**src/rtl/gray_to_bcd_seq_pkg.sv**
```systemverilog
// Shared types and constants for the sequential Gray-to-packed-BCD converter.
package gray_to_bcd_seq_pkg;

   typedef enum logic [1:0] {
      IDLE   = 2'd0,
      G2B    = 2'd1,
      DABBLE = 2'd2,
      DONE   = 2'd3
   } state_t;

   localparam int BCD_W   = 4;
   localparam int ADD3_TH = 5;
   localparam int ADD3    = 3;

   // Counter runs GW-1 down to 0, so it only needs to hold GW-1.
   function automatic int cnt_width(input int gw);
      return (gw > 2) ? $clog2(gw) : 1;
   endfunction

endpackage

```
**src/rtl/gray_to_bcd_seq_if.sv**
```systemverilog
// Valid/ready input and output channels of gray_to_bcd_seq.
interface gray_to_bcd_seq_if #(
   parameter int GW     = 8,
   parameter int DIGITS = 2
);
   logic                in_valid;
   logic                in_ready;
   logic [GW-1:0]       gray;
   logic                out_valid;
   logic                out_ready;
   logic [4*DIGITS-1:0] bcd;
   logic                error;

   modport master (
      output in_valid, gray, out_ready,
      input  in_ready, out_valid, bcd, error
   );

   modport slave (
      input  in_valid, gray, out_ready,
      output in_ready, out_valid, bcd, error
   );
endinterface

```
**src/rtl/gray_to_bcd_seq_bcd_dabble_step.sv**
```systemverilog
// One double-dabble step: add 3 to every digit >= 5, then shift left taking bit_in.
module bcd_dabble_step
   import gray_to_bcd_seq_pkg::*;
#(
   parameter int DIGITS = 2
) (
   input  logic [BCD_W*DIGITS-1:0] bcd_in,
   input  logic                    bit_in,
   output logic [BCD_W*DIGITS-1:0] bcd_out,
   output logic                    carry_out
);
   logic [BCD_W*DIGITS-1:0] adj;

   // NOTE: every variable written here gets a value before any condition, so no latch is inferred.
   always_comb begin
      adj = bcd_in;
      for (int d = 0; d < DIGITS; d++) begin
         if (adj[d*BCD_W +: BCD_W] >= BCD_W'(ADD3_TH))
            adj[d*BCD_W +: BCD_W] = adj[d*BCD_W +: BCD_W] + BCD_W'(ADD3);
      end
   end

   assign {carry_out, bcd_out} = {adj, bit_in};
endmodule

```
**src/rtl/gray_to_bcd_seq.sv**
```systemverilog
// Sequential Gray -> binary -> packed BCD converter with overflow flag.
// Define GRAY_BCD_FAST_G2B_EN to decode Gray combinationally at capture and skip G2B.
module gray_to_bcd_seq
   import gray_to_bcd_seq_pkg::*;
#(
   parameter int GW     = 8,
   parameter int DIGITS = 2
) (
   input  logic                   clk,
   input  logic                   rst,
   gray_to_bcd_seq_if.slave       bus
);
   localparam int CW = cnt_width(GW);
   localparam int BW = BCD_W * DIGITS;
   localparam logic [CW-1:0] CNT_LOAD = CW'(GW - 1);

`ifdef GRAY_BCD_FAST_G2B_EN
   localparam state_t CAPTURE_NEXT = DABBLE;

   function automatic logic [GW-1:0] gray_to_bin(input logic [GW-1:0] g);
      logic [GW-1:0] b;
      b[GW-1] = g[GW-1];
      for (int i = GW - 2; i >= 0; i--) b[i] = b[i+1] ^ g[i];
      return b;
   endfunction
`else
   localparam state_t CAPTURE_NEXT = G2B;
   logic [GW-1:0] gray_q;
`endif

   state_t        state_q, state_d;
   logic [GW-1:0] bin_q;
   logic [CW-1:0] cnt_q;
   logic [BW-1:0] shreg_q;
   logic          ovf_q;
   logic [BW-1:0] bcd_q;
   logic          error_q;

   logic [BW-1:0] step_bcd;
   logic          step_carry;
   logic          cnt_zero;

   assign cnt_zero = (cnt_q == '0);

   bcd_dabble_step #(.DIGITS(DIGITS)) u_step (
      .bcd_in   (shreg_q),
      .bit_in   (bin_q[GW-1]),
      .bcd_out  (step_bcd),
      .carry_out(step_carry)
   );

   // NOTE: sequential state uses non-blocking assignments so all registers update from pre-edge values.
   always_ff @(posedge clk or posedge rst) begin
      if (rst) state_q <= IDLE;
      else     state_q <= state_d;
   end

   always_comb begin
      state_d = state_q;
      case (state_q)
         IDLE:    if (bus.in_valid)  state_d = CAPTURE_NEXT;
         G2B:     if (cnt_zero)      state_d = DABBLE;
         DABBLE:  if (cnt_zero)      state_d = DONE;
         DONE:    if (bus.out_ready) state_d = IDLE;
         default:                    state_d = IDLE;
      endcase
   end

   // NOTE: working registers are reset too; they are few, and it keeps every state observable after reset.
   always_ff @(posedge clk or posedge rst) begin
      if (rst) begin
         bin_q   <= '0;
         cnt_q   <= '0;
         shreg_q <= '0;
         ovf_q   <= 1'b0;
         bcd_q   <= '0;
         error_q <= 1'b0;
`ifndef GRAY_BCD_FAST_G2B_EN
         gray_q  <= '0;
`endif
      end else begin
         case (state_q)
            IDLE: begin
               if (bus.in_valid) begin
                  cnt_q <= CNT_LOAD;
`ifdef GRAY_BCD_FAST_G2B_EN
                  bin_q   <= gray_to_bin(bus.gray);
                  shreg_q <= '0;
                  ovf_q   <= 1'b0;
`else
                  gray_q  <= bus.gray;
                  bin_q   <= '0;
`endif
               end
            end
`ifndef GRAY_BCD_FAST_G2B_EN
            G2B: begin
               // bin_q[0] is the previously decoded (higher) bit; it is 0 on the first step.
               bin_q <= {bin_q[GW-2:0], bin_q[0] ^ gray_q[cnt_q]};
               cnt_q <= cnt_q - CW'(1);
               if (cnt_zero) begin
                  cnt_q   <= CNT_LOAD;
                  shreg_q <= '0;
                  ovf_q   <= 1'b0;
               end
            end
`endif
            DABBLE: begin
               shreg_q <= step_bcd;
               bin_q   <= {bin_q[GW-2:0], 1'b0};
               ovf_q   <= ovf_q | step_carry;
               cnt_q   <= cnt_q - CW'(1);
               if (cnt_zero) begin
                  bcd_q   <= step_bcd;
                  error_q <= ovf_q | step_carry;
               end
            end
            default: ;
         endcase
      end
   end

   assign bus.in_ready  = (state_q == IDLE);
   assign bus.out_valid = (state_q == DONE);
   assign bus.bcd       = bcd_q;
   assign bus.error     = error_q;
endmodule
```
**src/flat_wrapper.sv**
```systemverilog
// flat-port wrapper written by rule: the top's interface ports become plain ports
module gray_to_bcd_seq_flat import gray_to_bcd_seq_pkg::*;
#(
   parameter int GW     = 8,
   parameter int DIGITS = 2
)
  (clk, rst, bus_in_valid, bus_gray, bus_out_ready, bus_in_ready, bus_out_valid, bus_bcd, bus_error);
  gray_to_bcd_seq_if #(.GW(GW), .DIGITS(DIGITS)) bus_i ();
  input  logic clk;
  input  logic rst;
  input wire logic [$bits(bus_i.in_valid)-1:0] bus_in_valid;
  input wire logic [$bits(bus_i.gray)-1:0] bus_gray;
  input wire logic [$bits(bus_i.out_ready)-1:0] bus_out_ready;
  output wire logic [$bits(bus_i.in_ready)-1:0] bus_in_ready;
  output wire logic [$bits(bus_i.out_valid)-1:0] bus_out_valid;
  output wire logic [$bits(bus_i.bcd)-1:0] bus_bcd;
  output wire logic [$bits(bus_i.error)-1:0] bus_error;
  assign bus_i.in_valid = bus_in_valid;
  assign bus_i.gray = bus_gray;
  assign bus_i.out_ready = bus_out_ready;
  assign bus_in_ready = bus_i.in_ready;
  assign bus_out_valid = bus_i.out_valid;
  assign bus_bcd = bus_i.bcd;
  assign bus_error = bus_i.error;
  gray_to_bcd_seq #(.GW(GW), .DIGITS(DIGITS)) u_core (.clk(clk), .rst(rst), .bus(bus_i));
endmodule
```
**config.mk**
```make
export PLATFORM = sky130hd
export DESIGN_NAME = gray_to_bcd_seq_flat
export DESIGN_NICKNAME = d
export VERILOG_FILES = /design/src/rtl/gray_to_bcd_seq_pkg.sv /design/src/rtl/gray_to_bcd_seq_if.sv /design/src/rtl/gray_to_bcd_seq_bcd_dabble_step.sv /design/src/rtl/gray_to_bcd_seq.sv /design/src/flat_wrapper.sv
export SDC_FILE = /design/constraint.sdc
export NUM_CORES = 1
export LEC_CHECK = 0
export ABC_AREA = 1
export ABC_CLOCK_PERIOD_IN_PS = 1400
export CORE_ASPECT_RATIO = 1.25
export CORE_MARGIN = 2
export CORE_UTILIZATION = 28
export DETAILED_ROUTE_END_ITERATION = 6
export SYNTH_ARGS = -nofsm -noshare
export SYNTH_HDL_FRONTEND = slang
export SYNTH_SLANG_ARGS = --single-unit
```
**constraint.sdc**
```tcl
create_clock -name clk -period 1.4 [get_ports clk]
set_input_delay 0.28 -clock clk [delete_from_list [all_inputs] [get_ports clk]]
set_output_delay 0.28 -clock clk [all_outputs]
set_load 0.1 [all_outputs]
```
==> metrics.yaml, run 1 <==
drc: 0
netlist_area_mm2: 0.00196
grt_max_degree: 40
crit_fanout: 3
postRouteAntennaNets: 0
fp.dieH_um: 97.5
worst_setup_path_end_kind: "primary output"
vias_per_cell: 4.49
p_per_area_mw_per_mm2: 2110
num-fill-cells: 649
yosys.cell_types.count: 25
place_ws_ns: -0.0945
r2r_cells: 7
dieArea_mm2: 0.00768
min_period_ns: 1.51
io_pins: 23
violations: "setup timing"
rsz0062_at_grt: "yes"
p_leak_nw: 1.30
ys.flop_type: "dfrtp_1"
antenna_found_initial: 0
cts.sinks: 39
timing.hold.ws_ns: 0.335
critPathMaxStageDelay_ns: 0.42
outcome: "finished, violations left"
grt_pass1_vias: 1545
cts_made_buffers: 5
multi_input_area_mm2: 0.00100
r2r-end: "u_core.bin_q[7]"
reg2reg_setup_slack_ns: -0.10
layout-drive-gt1-share_pct: 28.9
hold_viol: 0
setup_slack_ns: -0.107
synth_edf_count: 0
initial_core_util_pct: 28.6
synth-xor-area-share_pct: 1.34
fin_util_pct: 41.6
clkTransAtPathRegs_ns: 0.08
clockRootBuffer: "clkbuf_8"
syn_nets: 251
crit_type: "register to primary output"
grt_usage_pct: 10.9
rows: 34
yosysSeqAreaShare_pct: 49.8
vdd_drop_max_mv: 0.817
finalClockSkew_ns: 0.00927
start_kind: "register"
wl_per_cell_um: 11.4
synth.largest_area_cell: "dfrtp_1"
clock_latency_ns: 0.29
yosysMostFrequentCell: "nand2_1"
cpMaxStageDelayCell: "dfrtp_1"
grt_pass1_wl_um: 6800
drv_slew: 0
synthSimpleGateAreaFrac_pct: 18.8
worstHoldPathType: "input pin to async pin"
drt_iter0_markers: 71
routed-via-count: 1617
syn_to_final_growth_pct: 45.6
async_flop_share_pct: 100
critical_path.cell_chain: "inv_2, buf_6, ha_4, buf_12"
ys_warn_count: 0
cts_tree: "built"
h-tree-depth: 2
synth_top_family_by_area: "simple AND/OR/NAND/NOR gates"
synth_top_area_share_pct: 49.8
critical_path_buf_inv_count: 3
worst_pin_slew_ns: 0.340
crit_arrival_ns: 1.23
nets: 293
grt_overflow: 0
cp_top_family: "flip-flops"
place_congestion: 0.776
syn_area_per_cell_um2: 8.63
drt_pass1_iterations: 4
synthMuxAreaShare_pct: 0
diodes: 0
hpwl_um: 2700
core-area_mm2: 0.00685
die_x_um: 78.8
finalSetupViolations: 22
synth-seq-cells: 39
cap_violations: 0
io_buffers: 22
fin_crit_sh_pct: 108
synth_area_leaders: "dfrtp_1 (50%), nand2_1 (10%), ha_1 (7.7%)"
routed_wl_um: 4110
synth-adder-area-share_pct: 7.67
synth-compound-area-share_pct: 14.6
syn_inst: 227
r2r_start: "u_core.state_q[0]"
seq_area_um2: 976
crit_required_ns: 1.12
yosys-top-cells-count: "nand2_1 (52), dfrtp_1 (39), inv_1 (31)"
slew_headroom_pct: 77.1
ctsLongestPathBuffers: 2
fmax_mhz: 663
## logic make-up (layout without fill, tap and decap cells)
logic type | count (synthesis) | count (layout)
flops | 39 | 39
buf+inv | 38 | 80
compound gates | 49 | 49
simple gates | 86 | 87
xor+xnor | 3 | 3
fa+ha+maj | 12 | 12
## per-layer routing
metal / part of all wire, % / vias to the layer above / GRT usage, %
met1: 42 / 762 / 13.4
li1: - / 820 / -
met3: 3.2 / 6 / 2.88
met5: 0 / - / 0
met2: 53 / 29 / 18.1
met4: 1.5 / 0 / 3.78
## worst min-delay path, cell delays in order
cell	delay, ns
clkdlybuf4s50_1	0.40
inv_1	0.09
buf_12	0.22
## how the worst max path moves through the flow
stage,start,slack [ns],depth (start not counted),endpoint
final,u_core.state_q[0],-0.11,4,bus_in_ready
after global placement,bus_in_valid,-0.05,6,u_core.cnt_q[0]
after global routing,u_core.state_q[0],-0.17,7,u_core.bin_q[7]
after floorplan,u_core.state_q[0],-0.06,7,u_core.cnt_q[2]
after CTS,u_core.state_q[0],-0.12,4,bus_in_ready
after detailed placement,bus_in_valid,-0.09,6,u_core.state_q[0]
## layout make-up
| cell class | count | share of cell area, % |
|---|---|---|
| multi-input cells | 151 | 35.1 |
| clock buffers | 5 | 2.41 |
| clock inverters | 3 | 1.54 |
| inverters | 35 | 5.22 |
| repair buffers | 36 | 17.0 |
| well taps | 90 | 3.95 |
| repair inverters | 1 | 0.570 |
| flip-flops and latches | 39 | 34.2 |
## state kept, by name, summed over array words and instances (netlist names)
signal,cells
u_core.bus.error,1
u_core.shreg_q,8
u_core.cnt_q,3
u_core.bus.bcd,8
u_core.bin_q,8
u_core.gray_q,8
u_core.state_q,2
u_core.ovf_q,1
## layout by cell type, fill, tap and decap left out
master	n
clkinv_2	1
clkinv_4	1
inv_1	23
inv_4	2
a21oi_1	14
buf_4	8
buf_12	14
nand2_1	49
clkbuf_8	5
inv_2	9
clkdlybuf4s50_1	11
o21ai_1	4
a21oi_4	1
nand2_2	2
nand3_1	10
a21oi_2	2
ha_4	2
o21ai_0	13
o21ai_4	1
o22ai_1	7
o211ai_4	1
a211oi_1	1
xor2_1	2
o21a_1	1
ha_1	8
nor3_2	3
nor2_2	1
nor2_1	10
o21ai_2	4
dfrtp_1	39
ha_2	2
nand2_4	3
clkinv_8	2
bufinv_16	1
nand2_8	2
xor2_2	1
buf_6	3
nand3_2	5
nor2_4	2
## power by group
part	internal (W)	leakage, nW	switching (W)	total [W]
Clock	0.000531	0.0581	0.000418	0.000948
Sequential	0.00139	0.485	0.000175	0.00157
Combinational	0.00135	0.755	0.00214	0.00350
## per-stage QoR
stage	setup TNS, ns	power (W)	instances	cell area [um2]
after floorplan	-0.227	0.00361	227	2010
after global placement	-0.461	0.00444	346	2520
after detailed placement	-0.730	0.00449	346	2520
after CTS	-1.06	0.00562	356	2690
after global routing	-3.03	0.00640	360	2850
final	-1.19	0.00601	360	2850
## repair_timing
action / CTS / global route
cloned: 0 / 2
hold buffers: 0 / 0
setup endpoints to repair: 13 / 34
setup buffers: 2 / 2
pin swaps: 2 / 9
resized for setup: 10 / 30
Power figures use the tool's default switching activity.
==> run 2, diff against run 1 <==
- CORE_ASPECT_RATIO: 1.25 -> 1.2
==> metrics.yaml, run 2 (same netlist as run 1, synthesis figures left out) <==
fin_crit_sh_pct: 108  # about the same
routed_wl_um: 4170  # was 4110 um
violations: "setup timing"  # unchanged
worst_setup_path_end_kind: "primary output"  # unchanged
placed_cells: 345  # was 346
crit_fanout: 3  # unchanged
crit_required_ns: 1.12  # about the same
syn_to_final_growth_pct: 55.0  # was 45.6%
postRouteAntennaNets: 0  # unchanged
clkTransAtPathRegs_ns: 0.08  # about the same
place_ws_ns: -0.0165  # was -0.0945 ns
cts_made_buffers: 5  # unchanged
mostFrequentLayoutCells: "nand2_1 (39), dfrtp_1 (39), inv_1 (21), buf_4 (17), a21oi_1 (14)"  # was nand2_1 (49), dfrtp_1 (39), inv_1 (23), a21oi_1 (14), buf_12 (14)
drt_iter0_markers: 78  # was 71
outcome: "finished, violations left"  # unchanged
p_leak_nw: 1.37  # was 1.30 nW
antenna_found_initial: 0  # unchanged
drc: 0  # unchanged
diodes: 0  # unchanged
slew_headroom_pct: 77.6  # was 77.1%
h-tree-depth: 2  # unchanged
vdd_drop_max_mv: 0.928  # was 0.817 mV
start_kind: "register"  # unchanged
grt_overflow: 0  # unchanged
finalClockSkew_ns: 0.00813  # was 0.00927 ns
drt_pass1_iterations: 4  # unchanged
die_x_um: 80.3  # was 78.8 um
worst_pin_slew_ns: 0.332  # was 0.340 ns
initial_core_util_pct: 28.7  # was 28.6%
routed-via-count: 1636  # was 1617
fin_cells: 365  # was 360
vias_per_cell: 4.48  # was 4.49
grt_pass1_wl_um: 6780  # was 6800 um
grt_pass1_vias: 1535  # was 1545
io_pins: 23  # unchanged
hpwl_um: 2710  # was 2700 um
fmax_mhz: 664  # was 663 MHz
drv_slew: 0  # unchanged
grt_max_degree: 40  # unchanged
fp.dieH_um: 95.6  # was 97.5 um
cap_violations: 0  # unchanged
ctsHoldBuffers: 0  # unchanged
rsz0062_at_grt: "yes"  # unchanged
finalSetupViolations: 18  # was 22
rows: 33  # was 34
clockRootBuffer: "clkbuf_8"  # unchanged
nets: 301  # was 293
hold_viol: 0  # unchanged
worstHoldPathType: "input pin to async pin"  # unchanged
io_buffers: 22  # unchanged
p_per_area_mw_per_mm2: 2140  # was 2110 mW/mm2
crit_arrival_ns: 1.23  # about the same
ctsLongestPathBuffers: 2  # unchanged
wl_per_cell_um: 11.4  # about the same
timing.hold.ws_ns: 0.332  # was 0.335 ns
cts_tree: "built"  # unchanged
min_period_ns: 1.51  # about the same
setup_slack_ns: -0.106  # was -0.107 ns
grt_usage_pct: 11.4  # was 10.9%
cts.sinks: 39  # unchanged
clock_latency_ns: 0.30  # was 0.29 ns
dieArea_mm2: 0.00768  # about the same
crit_type: "register to primary output"  # unchanged
core-area_mm2: 0.00681  # was 0.00685 mm2
layout-drive-gt1-share_pct: 38.5  # was 28.9%
place_congestion: 0.775  # was 0.776
==> run 2: layout make-up <==
cell class              count  area, um2
clock buffers               6       72.6
clock inverters             2       60.1
fillers                   617       3780
inverters                  35        154
multi-input cells         151       1120
flip-flops and latches     39        976
well taps                  87        109
repair buffers             44        536
repair inverters            1       8.76
==> run 2: per-layer routing <==
layer / vias to the layer above / wire, um / GRT usage, %
li1: 834 / - / -
met1: 760 / 1810 / 14.0
met2: 34 / 2160 / 19.0
met3: 8 / 132 / 2.84
met4: 0 / 68 / 5.23
met5: - / 0 / 0
==> run 2: worst paths after layout <==
| path | cells after the start | to | from | slack, ns |
|---|---|---|---|---|
| max in group asynchronous | 3 | u_core.shreg_q[5] | rst | 0.87 |
| max reg2reg | 8 | u_core.shreg_q[1] | u_core.state_q[0] | -0.07 |
| min in group clk | 2 | u_core.gray_q[0] | u_core.gray_q[0] | 0.51 |
| min | 3 | u_core.gray_q[6] | rst | 0.33 |
| min reg2reg | 2 | u_core.gray_q[0] | u_core.gray_q[0] | 0.51 |
| max | 4 | bus_in_ready | u_core.state_q[0] | -0.11 |
==> run 2: stage by stage <==
step                      total power (W)  instance area, um2  util [%]  TNS [ns]
after floorplan                   0.00361                2010         -    -0.227
after global placement            0.00447                2530      37.1         0
after detailed placement          0.00450                2530      37.1   -0.0203
after CTS                         0.00586                2740      40.2    -0.257
after global routing              0.00689                3030      44.5     -2.61
final                             0.00648                3030      44.5    -0.703
==> run 2: report_power, final <==
group          leakage, nW  switching, W  total [W]  internal [W]
Clock               0.0654      0.000411    0.00112      0.000713
Sequential           0.485      0.000171    0.00156       0.00139
Combinational        0.822       0.00227    0.00379       0.00153
Total                 1.37       0.00285    0.00648       0.00363
==> run 2: what timing repair did <==
item,in CTS,in global routing
gates cloned,0,2
pin swaps,7,19
setup endpoints to repair,7,31
setup buffers,5,5
gates resized for setup,13,60
==> run 2: critical path: stages (launching register included) <==
cell and delay, ns:
dfrtp_1 0.42, inv_2 0.08, buf_6 0.10, ha_4 0.15, buf_12 0.17
==> run 3, diff against run 2 <==
- CTS_CLUSTER_DIAMETER: default -> 60
==> results of run 3 <==
No change in the layout: final DEF, timing and power equal those of run 2.
